$ cat src/rtl/alarm_pkg.sv
// Shared types and widths for the alarm scheduler.
package alarm_pkg;
   localparam int unsigned HRS_W   = 5;
   localparam int unsigned MIN_W   = 6;
   localparam int unsigned HOURS   = 24;
   localparam int unsigned MINUTES = 60;

   typedef enum logic [1:0] {
      IDLE    = 2'd0,
      RINGING = 2'd1,
      SNOOZE  = 2'd2
   } alarm_state_t;
endpackage

$ cat src/rtl/wake_calc.sv
// Combinational snooze wake-time: current time plus SNOOZE_MIN minutes, wrapping mod 60 / mod 24.
module wake_calc
   import alarm_pkg::*;
#(
   parameter int unsigned SNOOZE_MIN = 9
) (
   input  logic [HRS_W-1:0] Hrs,
   input  logic [MIN_W-1:0] Mins,
   output logic [HRS_W-1:0] WHrs,
   output logic [MIN_W-1:0] WMins
);
   logic [MIN_W:0] sum;

   always_comb begin
      sum   = {1'b0, Mins} + (MIN_W+1)'(SNOOZE_MIN);
      WHrs  = Hrs;
      WMins = sum[MIN_W-1:0];
      if (sum >= (MIN_W+1)'(MINUTES)) begin
         WMins = MIN_W'(sum - (MIN_W+1)'(MINUTES));
         WHrs  = (Hrs == HRS_W'(HOURS-1)) ? '0 : Hrs + HRS_W'(1);
      end
   end
endmodule

$ cat src/rtl/alarm_ctrl.sv
// Alarm scheduler: alarm-time registers, ring/snooze/auto-off sequencing and user cancel.
module alarm_ctrl
   import alarm_pkg::*;
#(
   parameter int unsigned SNOOZE_MIN = 9,
   parameter int unsigned RING_SECS  = 60
) (
   input  logic             Clk,
   input  logic             Reset,
   input  logic             Tick,
   input  logic [HRS_W-1:0] Hrs,
   input  logic [MIN_W-1:0] Mins,
   input  logic [MIN_W-1:0] Secs,
   input  logic             Alarmset,
   input  logic             Hrsadv,
   input  logic             Minadv,
   input  logic             Alarmon,
   input  logic             Snooze,
   output logic [HRS_W-1:0] AHrs,
   output logic [MIN_W-1:0] AMins,
   output logic             Buzz,
   output logic             Snoozing
);
   localparam int unsigned RC_W = (RING_SECS > 1) ? $clog2(RING_SECS) : 1;

   alarm_state_t     state, next_state;
   logic [HRS_W-1:0] WHrs, calc_hrs, tgt_hrs;
   logic [MIN_W-1:0] WMins, calc_mins, tgt_mins;
   logic [RC_W-1:0]  ring_cnt;
   logic             match, match_q, snooze_q;
   logic             trigger, snooze_ev, cancel, ring_done;

   wake_calc #(.SNOOZE_MIN(SNOOZE_MIN)) u_wake_calc (
      .Hrs   (Hrs),
      .Mins  (Mins),
      .WHrs  (calc_hrs),
      .WMins (calc_mins)
   );

   // Compare against the wake time only while snoozing.
   always_comb begin
      tgt_hrs   = (state == SNOOZE) ? WHrs  : AHrs;
      tgt_mins  = (state == SNOOZE) ? WMins : AMins;
      match     = (Hrs == tgt_hrs) && (Mins == tgt_mins) && (Secs == '0);
      trigger   = match && !match_q;
      snooze_ev = Snooze && !snooze_q;
      cancel    = !Alarmon || Alarmset;
      ring_done = Tick && (ring_cnt == RC_W'(RING_SECS-1));
   end

   always_comb begin
      next_state = state;
      case (state)
         IDLE:    if (trigger) next_state = RINGING;
         RINGING: begin
            if (snooze_ev)      next_state = SNOOZE;
            else if (ring_done) next_state = IDLE;
         end
         SNOOZE:  if (trigger) next_state = RINGING;
         default: next_state = IDLE;
      endcase
      if (cancel) next_state = IDLE;
   end

   always_ff @(posedge Clk) begin
      if (Reset) state <= IDLE;
      else       state <= next_state;
   end

   // match_q resets high so a 00:00:00 time at reset exit does not ring.
   always_ff @(posedge Clk) begin
      if (Reset) begin
         AHrs     <= '0;
         AMins    <= '0;
         WHrs     <= '0;
         WMins    <= '0;
         Buzz     <= 1'b0;
         Snoozing <= 1'b0;
         ring_cnt <= '0;
         snooze_q <= 1'b0;
         match_q  <= 1'b1;
      end else begin
         match_q  <= match;
         snooze_q <= Snooze;
         Buzz     <= (next_state == RINGING);
         Snoozing <= (next_state == SNOOZE);
         if (Alarmset) begin
            if (Hrsadv) AHrs  <= (AHrs  == HRS_W'(HOURS-1))   ? '0 : AHrs  + HRS_W'(1);
            if (Minadv) AMins <= (AMins == MIN_W'(MINUTES-1)) ? '0 : AMins + MIN_W'(1);
         end
         if (state == RINGING && next_state == SNOOZE) begin
            WHrs  <= calc_hrs;
            WMins <= calc_mins;
         end
         if (state != RINGING && next_state == RINGING) ring_cnt <= '0;
         else if (state == RINGING && Tick)             ring_cnt <= ring_cnt + RC_W'(1);
      end
   end
endmodule
$ cat config.mk
export PLATFORM = sky130hd
export DESIGN_NAME = alarm_ctrl
export DESIGN_NICKNAME = d
export VERILOG_FILES = /design/src/rtl/alarm_pkg.sv /design/src/rtl/wake_calc.sv /design/src/rtl/alarm_ctrl.sv
export SDC_FILE = /design/constraint.sdc
export NUM_CORES = 1
export LEC_CHECK = 0
export BUFFER_PORTS_ARGS = -buffer_cell sky130_fd_sc_hd__buf_2
export CORE_MARGIN = 5
export CORE_UTILIZATION = 55
export CTS_CLUSTER_DIAMETER = 80
export DETAILED_ROUTE_END_ITERATION = 12
export PLACE_DENSITY = 0.87
export SYNTH_ARGS = -nofsm -noshare
export SYNTH_HDL_FRONTEND = slang
export SYNTH_SLANG_ARGS = --single-unit
export TNS_END_PERCENT = 5
$ cat constraint.sdc
create_clock -name Clk -period 3.2 [get_ports Clk]
set_clock_uncertainty 0.05 [all_clocks]
set_input_delay 0.64 -clock Clk [delete_from_list [all_inputs] [get_ports Clk]]
set_output_delay 0.64 -clock Clk [all_outputs]
set_load 0.05 [all_outputs]
==> flow_summary.ini, run 1 <==
[global_routing]
grt_pass1_vias = 1815
grt_pass1_wl_um = 8120
antenna_found_initial = 0
grt.overflow.total = 0
grt_max_degree = 29
grt_usage_pct = 20.1

[setup_path]
crit_type = in2reg
critPathCaptureType = register
critical_path_required_ns = 3.35
cp_max_fo = 10
arrival_ns = 2.71
start_kind = input pin

[synthesis]
ys_seq_area_share_pct = 32.8
synth_top_area_share_pct = 32.8
yosysUniqueCellTypes = 54
syn_nets = 278
synthTopCellsByArea = dfxtp_1 (33%), xnor2_1 (6.3%), xor2_1 (5.5%)
synth_area_um2 = 2070
async_reset_ff_share_pct = 0
synth_edf_count = 0
synth_seq_cells = 34
syn_area_per_cell_um2 = 8.39
synth_cells = 247
synth_warnings = 0
synth_ff_type = dfxtp_1
yosys.area.top_type = dfxtp_1

[floorplan]
io_pins = 38
initial_utilization_pct = 56.6
die_h_um = 71.4
core_um2 = 3660
dieArea_um2 = 5100
rows = 22
die_w_um = 71.4

[timing]
setup_viol = 0
relSlewSlack_pct = 43.5
setup_tns_ns = 0
final-hold-violation-count = 0
grt_setup_unrepaired = false
drv_slew = 0
tightestPinTransition_ns = 0.845
fmax_mhz = 390
min_period_ns = 2.56
fin_crit_sh_pct = 80.0

[route]
drtIter0Drc = 160
ant_nets = 0
drt-pass1-iter-count = 4
wl_per_cell_um = 14.6
via_per_inst = 5.76
drt-total-wl_um = 4790
vias = 1890
drc = 0

[placement]
port_buffers = 37
gp_congestion = 0.846
hpwl_um = 3640
postPlaceCellArea_um2 = 2270

[cells_and_area]
num_antenna_cells = 0
final_util_pct = 64.0
post-route-cell-area_um2 = 2340
area_growth_pct = 13.0
final_nets = 311
layout-drive-gt1-share_pct = 21.4

[worst_hold_path]
worstHoldPathType = reg2reg

[power_and_ir_drop]
p_sw_uw = 228
ir_worst_vdd_v = 0.000244
clockPowerShare_pct = 34.8
switching_share_pct = 26.8
p_comb_share_pct = 14.3
finalPower_uw = 851
p_per_area_nw_per_um2 = 363
p_leak_uw = 0.000906
p_int_uw = 623
pwr-share-seq_pct = 50.9

[clock_tree]
clk_latency_ns = 0.29
cts_buffers = 5
clk_path_buf_depth = 2
clk_pin_slew_ns = 0.06
h-tree-depth = 2
clock_sink_count = 34
cts_root_buf = clkbuf_8
cts_hold_buf = 0
post_cts_buffers = 0
postCtsResizedCells = 0
cts_tree = done

[run]
max-cap-violations = 0

[run_status]
status = complete, no violations
-- state kept, by name, indices dropped and copies added (netlist names) --
| register | cells |
|---|---|
| state | 2 |
| AMins | 6 |
| AHrs | 5 |
| Snoozing | 1 |
| WHrs | 5 |
| match_q | 1 |
| snooze_q | 1 |
| Buzz | 1 |
| ring_cnt | 6 |
| WMins | 6 |
-- placed cells by master (no fill, tap or decap), drive strengths merged, types with 2 or more instances in the layout --
cell type	n
nand2	19
inv	7
a21oi	16
nor3	15
nor4	2
mux2i	5
xor2	13
buf	39
or4	2
o21ai	17
xnor2	15
a2111oi	2
clkbuf	7
nor2b	5
or3	3
a22o	2
nand2b	2
dfxtp	34
o22ai	2
and2	3
nor2	20
a221oi	2
ha	6
nand4	6
a211oi	8
a311oi	3
nand3	9
or2	3
a21o	2
-- kinds of logic (layout without fill, tap and decap cells) --
kind of cell / after synthesis / after routing / synth area share (%)
muxes: 5 / 5 / 2.41
xor gates and xnor gates: 28 / 28 / 11.8
AOI/OAI and AO/OA: 61 / 61 / 20.6
buffers and inverters: 20 / 53 / 4.53
DFF: 34 / 34 / 32.8
and+or+nand+nor: 93 / 93 / 24.2
adders and majority gates: 6 / 6 / 3.62
-- power by group through the flow --
| stage | Sequential, µW | Clock (µW) | Combinational (µW) |
|---|---|---|---|
| 6_report | 433 | 296 | 122 |
| 5_1_grt | 434 | 319 | 136 |
| 4_1_cts | 433 | 302 | 122 |
| 3_5_place_dp | 443 | 0 | 121 |
| 3_3_place_gp | 442 | 0 | 118 |
| 2_1_floorplan | 451 | 0 | 72.9 |
-- path summary, 6_finish.rpt --
check / cells after the start / slack (ns) / from / end
worst max-delay path: 9 / 0.64 / Mins[1] / WHrs[3]$_SDFFE_PP0P_
worst min-delay path: 2 / 0.42 / WMins[2]$_SDFFE_PP0P_ / WMins[2]$_SDFFE_PP0P_
worst max register to register: 5 / 0.85 / state[0]$_SDFF_PP0_ / ring_cnt[0]$_SDFFE_PP0P_
worst min register to register: 2 / 0.42 / WMins[2]$_SDFFE_PP0P_ / WMins[2]$_SDFFE_PP0P_
-- per-stage QoR --
step,cells,worst slack [ns],hold WS [ns]
finish,328,0.639,0.422
global route,328,0.410,0.443
CTS,328,0.652,0.420
detailed placement,321,0.366,0.411
global placement,321,0.464,0.404
floorplan,247,0.516,0.394
-- cell usage after synthesis, drive strengths merged (2+ instances only) --
cell type   n
or2         3
or4         2
a21oi      16
xnor2      15
nor2b       5
nand3       9
buf         4
o22ai       2
xor2       13
a2111oi     2
ha          6
a221oi      2
mux2i       5
a22o        2
nand2      19
and2        3
nand4       6
nand2b      2
a211oi      8
nor3       15
dfxtp      34
o21ai      17
nor2       20
nor4        2
a311oi      3
clkbuf      8
a21o        2
inv         7
or3         3
-- critical path, cell delays in order --
cell	delay [ns]
buf_2	0.15
ha_1	0.36
xor2_1	0.27
ha_1	0.25
o211ai_1	0.09
o21ai_1	0.12
o21ai_2	0.09
or4_1	0.49
a311oi_1	0.25
-- layer usage --
| metal | global-route usage [%] | vias up | wire length [µm] |
|---|---|---|---|
| met5 | 0 | - | 0 |
| met1 | 24.3 | 877 | 2100 |
| met3 | 6.17 | 9 | 250 |
| li1 | - | 954 | - |
| met2 | 33.0 | 50 | 2350 |
| met4 | 8.77 | 0 | 85 |
-- layout make-up --
cell class,instances,area [µm²]
repair buffers,39,200
multi-input cells,193,1300
well taps,48,60.1
clock buffers,7,76.3
flip-flops and latches,34,681
inverters,7,26.3
fillers,310,1320
No activity file was read; power rests on OpenSTA's default activity.
==> run 2, diff against run 1 <==
Clock period 3.2 ns to 2.6 ns, I/O delays scaled along.
==> run 2 against run 1 <==
Effect of this change: largest power group unchanged; hold slack got worse by 0.0050 ns; first-iteration DRC count fell by 8.8%; final area up 1.1%; routed wire length is 0.81% higher.
==> flow_summary.ini, run 2 (synthesis gave the netlist of run 1 again) <==
[clock_tree]
cts_tree = done
postCtsResizedCells = 0
h-tree-depth = 2
clk_path_buf_depth = 2
clk_latency_ns = 0.29
cts_hold_buf = 0
post_cts_buffers = 0
cts_buffers = 5
clock_sink_count = 34
cts_root_buf = clkbuf_8
clk_pin_slew_ns = 0.07

[power_and_ir_drop]
finalPower_uw = 1050
switching_share_pct = 27.7
p_comb_share_pct = 14.5
pwr-share-seq_pct = 50.5
p_leak_uw = 0.000928
p_int_uw = 762
ir_worst_vdd_v = 0.000368
p_per_area_nw_per_um2 = 445
clockPowerShare_pct = 34.9
p_sw_uw = 292

[global_routing]
gr-usage-met1_pct = 25.6
use_met3_pct = 5.61
grt_usage_pct = 20.1
grt_pass1_wl_um = 8310
grt_max_degree = 29
grt_pass1_vias = 1869
antenna_found_initial = 0
met2_usage_pct = 32.7
busiest_layer = met2
grt.overflow.total = 0

[timing]
drv_slew = 0
grt_setup_unrepaired = false
min_period_ns = 2.32
final-hold-violation-count = 0
fmax_mhz = 432
fin_crit_sh_pct = 89.1
relSlewSlack_pct = 58.8
tightestPinTransition_ns = 0.617
setup_viol = 0

[setup_path]
critical_path_required_ns = 2.75
start_kind = input pin
crit_type = in2reg
worst_r2r_path_depth = 6
arrival_ns = 2.47
critPathCaptureType = register
cp_max_fo = 12

[floorplan]
initial_utilization_pct = 56.6
rows = 22
die_w_um = 71.4
io_pins = 38
dieArea_um2 = 5100
core_um2 = 3660
die_h_um = 71.4

[cells_and_area]
layout-drive-gt1-share_pct = 23.0
final_nets = 314
layout_common_cells = buf_2 (37), dfxtp_1 (34), nor2_1 (20), nand2_1 (19), a21oi_1 (16)
largestRegisters = AMins: 6 flops, WMins: 6 flops, ring_cnt: 6 flops
final_common_cell = buf_2
area_growth_pct = 14.2
num_antenna_cells = 0
fillCellCount = 299
layout.cells.non_filler = 331

[route]
drtIter0Drc = 146
ant_nets = 0
drc = 0
via_per_inst = 5.79
drt-total-wl_um = 4830
vias = 1916
wl_per_cell_um = 14.6
drt-pass1-iter-count = 4

[placement]
dp_cells = 324
hpwl_um = 3650
gp_congestion = 0.890
port_buffers = 37

[run]
max-cap-violations = 0

[run_status]
status = complete, no violations

[worst_hold_path]
worstHoldPathType = reg2reg
holdPathStages = 2
run 2: worst max-delay path, cell delays in order:
cell and delay (ns):
buf_2 0.21, nand3_1 0.19, xnor2_1 0.23, ha_1 0.24, o211ai_1 0.10, o21ai_1 0.12, o21ai_2 0.09, or4_1 0.51
a311oi_1 0.26
run 2: stage by stage:
| step | TNS (ns) | setup slack (ns) | instance area [µm²] | hold slack [ns] | util (%) |
|---|---|---|---|---|---|
| after global placement | 0 | 0.100 | 2290 | 0.408 | 62.5 |
| after detailed placement | -0.00422 | -0.00422 | 2290 | 0.409 | 62.5 |
| after CTS | 0 | 0.306 | 2370 | 0.419 | 64.7 |
| after global routing | 0 | 0.167 | 2370 | 0.446 | 64.7 |
| after floorplan | 0 | 0.0356 | 2070 | 0.394 | - |
| final | 0 | 0.283 | 2370 | 0.417 | 64.7 |
run 2: routing by layer:
metal / up-vias / part of all wire [%]
met3: 7 / 6.1
met5: - / 0
met2: 64 / 48
met4: 0 / 1.3
met1: 884 / 45
li1: 961 / -
run 2: area by class of cell:
class | instances | area (µm²) | area share, %
Clock buffer | 5 | 68.8 | 2.91
Multi-Input combinational cell | 193 | 1300 | 54.9
Timing Repair Buffer | 42 | 223 | 9.41
Sequential cell | 34 | 681 | 28.8
Tap cell | 48 | 60.1 | 2.54
Clock inverter | 2 | 10.0 | 0.423
Inverter | 7 | 26.3 | 1.11
run 2: worst paths after layout:
path	from	endpoint	slack (ns)
max	Mins[2]	WHrs[3]$_SDFFE_PP0P_	0.28
min	WMins[2]$_SDFFE_PP0P_	WMins[2]$_SDFFE_PP0P_	0.42
max reg2reg	state[0]$_SDFF_PP0_	ring_cnt[2]$_SDFFE_PP0P_	0.41
min reg2reg	WMins[2]$_SDFFE_PP0P_	WMins[2]$_SDFFE_PP0P_	0.42
run 2: power groups by stage:
stage | registers, µW | logic (µW) | clock network, µW
after global placement | 544 | 146 | 0
after floorplan | 555 | 89.7 | 0
final | 533 | 153 | 368
after global routing | 534 | 170 | 394
after CTS | 533 | 152 | 372
after detailed placement | 545 | 151 | 0
==> run 3, diff against run 2 <==
Settings changed: MAX_ROUTING_LAYER from default to met4.
==> run 3 against run 2 <==
Effect of this change: cell count unchanged; setup slack worse by 0.0077 ns; via count down 0.10%; sequential share of layout area unchanged; final area unchanged; non-clock buffer count unchanged; critical endpoint unchanged.
==> flow_summary.ini, run 3 (synthesis gave the netlist of run 1 again) <==
[floorplan]
rows = 22
die_h_um = 71.4
die_w_um = 71.4
initial_utilization_pct = 56.6
io_pins = 38
core_um2 = 3660
dieArea_um2 = 5100

[clock_tree]
h-tree-depth = 2
cts_buffers = 5
clock_sink_count = 34
post_cts_buffers = 0
cts_root_buf = clkbuf_8
clk_path_buf_depth = 2
cts_tree = done
cts_hold_buf = 0
clk_pin_slew_ns = 0.07
postCtsResizedCells = 0
clk_latency_ns = 0.29

[setup_path]
crit_start = Mins[2]
crit_chain = buf_2 -> nand3_1 -> xnor2_1 -> ha_1 -> o211ai_1 -> o21ai_1 -> o21ai_2 -> or4_1 -> a311oi_1
timing.rr.start = state[0]$_SDFF_PP0_
critPathCaptureType = register
crit_type = in2reg
max_stage_delay_ns = 0.51
cp_max_fo = 12
arrival_ns = 2.48
critical_path_required_ns = 2.75
start_kind = input pin
cpMaxStageDelayCell = or4_1

[power_and_ir_drop]
p_leak_uw = 0.000928
p_per_area_nw_per_um2 = 446
ir_worst_vdd_v = 0.000370

[cells_and_area]
layout_common_cells = buf_2 (37), dfxtp_1 (34), nor2_1 (20), nand2_1 (19), a21oi_1 (16)
area_growth_pct = 14.2
num_antenna_cells = 0
final_util_pct = 64.7
final_common_cell = buf_2
multi_input_area_um2 = 1300
post-route-cell-area_um2 = 2370
final_nets = 314
seq_area_um2 = 681
largestRegisters = AMins: 6 flops, WMins: 6 flops, ring_cnt: 6 flops
fillCellCount = 299
layout-drive-gt1-share_pct = 23.0

[timing]
setup_tns_ns = 0
setup_viol = 0
relSlewSlack_pct = 58.9
grt_setup_unrepaired = false
fmax_mhz = 430
final-hold-violation-count = 0
fin_crit_sh_pct = 89.4
min_period_ns = 2.32
tightestPinTransition_ns = 0.615
hold_ws_ns = 0.418
drv_slew = 0

[placement]
postPlaceCellArea_um2 = 2290
gp_congestion = 0.905
hpwl_um = 3650
port_buffers = 37

[route]
vias = 1914
wl_per_cell_um = 14.6
drt-pass1-iter-count = 4
drtIter0Drc = 131
via_per_inst = 5.78
ant_nets = 0
drt-total-wl_um = 4840
drc = 0

[global_routing]
grt_pass1_wl_um = 8330
grt_max_degree = 29
grt_usage_pct = 20.7
grt.overflow.total = 0
antenna_found_initial = 0
grt_pass1_vias = 1861

[worst_hold_path]
min_from = WMins[2]$_SDFFE_PP0P_
worstHoldPathType = reg2reg

[run]
max-cap-violations = 0

[run_status]
status = complete, no violations
[run 3: cell counts in the layout (fill, tap and decap cells not counted)]
No cell type changed its count.
[run 3: critical path: cells and delay by family]
kind / cells / cell delay (ns)
AOI/OAI and AO/OA: 4 / 0.57
xor gates and xnor gates: 1 / 0.23
adders and majority gates: 1 / 0.24
buffers and inverters: 1 / 0.21
and+or+nand+nor: 2 / 0.70
[run 3: path summary, 6_finish.rpt]
path / end / slack (ns) / depth (start not counted)
worst max register to register: ring_cnt[4]$_SDFFE_PP0P_ / 0.42 / 6
worst min-delay path: WMins[2]$_SDFFE_PP0P_ / 0.42 / 2
worst max-delay path: WHrs[3]$_SDFFE_PP0P_ / 0.28 / 9
worst min register to register: WMins[2]$_SDFFE_PP0P_ / 0.42 / 2
[run 3: power breakdown]
group | switching, µW | leakage [µW] | internal (µW)
registers | 7.16 | 0.000275 | 526
clock network | 189 | 0.0000438 | 180
logic | 96.7 | 0.000609 | 57.0
[run 3: routing by layer]
layer  routed length [µm]  share of wire [%]  track usage [%]
met5                    0                  0                -
met4                   61                1.3             6.68
met3                  284                5.9             5.19
met2                 2320                 48             32.7
met1                 2170                 45             25.9
[run 3: layout make-up]
class	count	share of cell area, %
multi-input combinational	193	54.9
sequential	34	28.8
timing repair buffer	42	9.41
clock buffer	5	2.91
tap	48	2.54
inverter	7	1.11
clock inverter	2	0.423
[run 3: metrics by stage]
step,total power (µW),setup WS [ns],instances
after floorplan,645,0.0356,247
after global placement,691,0.100,324
after detailed placement,696,-0.00422,324
after CTS,1060,0.306,331
after global routing,1100,0.167,331
final,1050,0.275,331
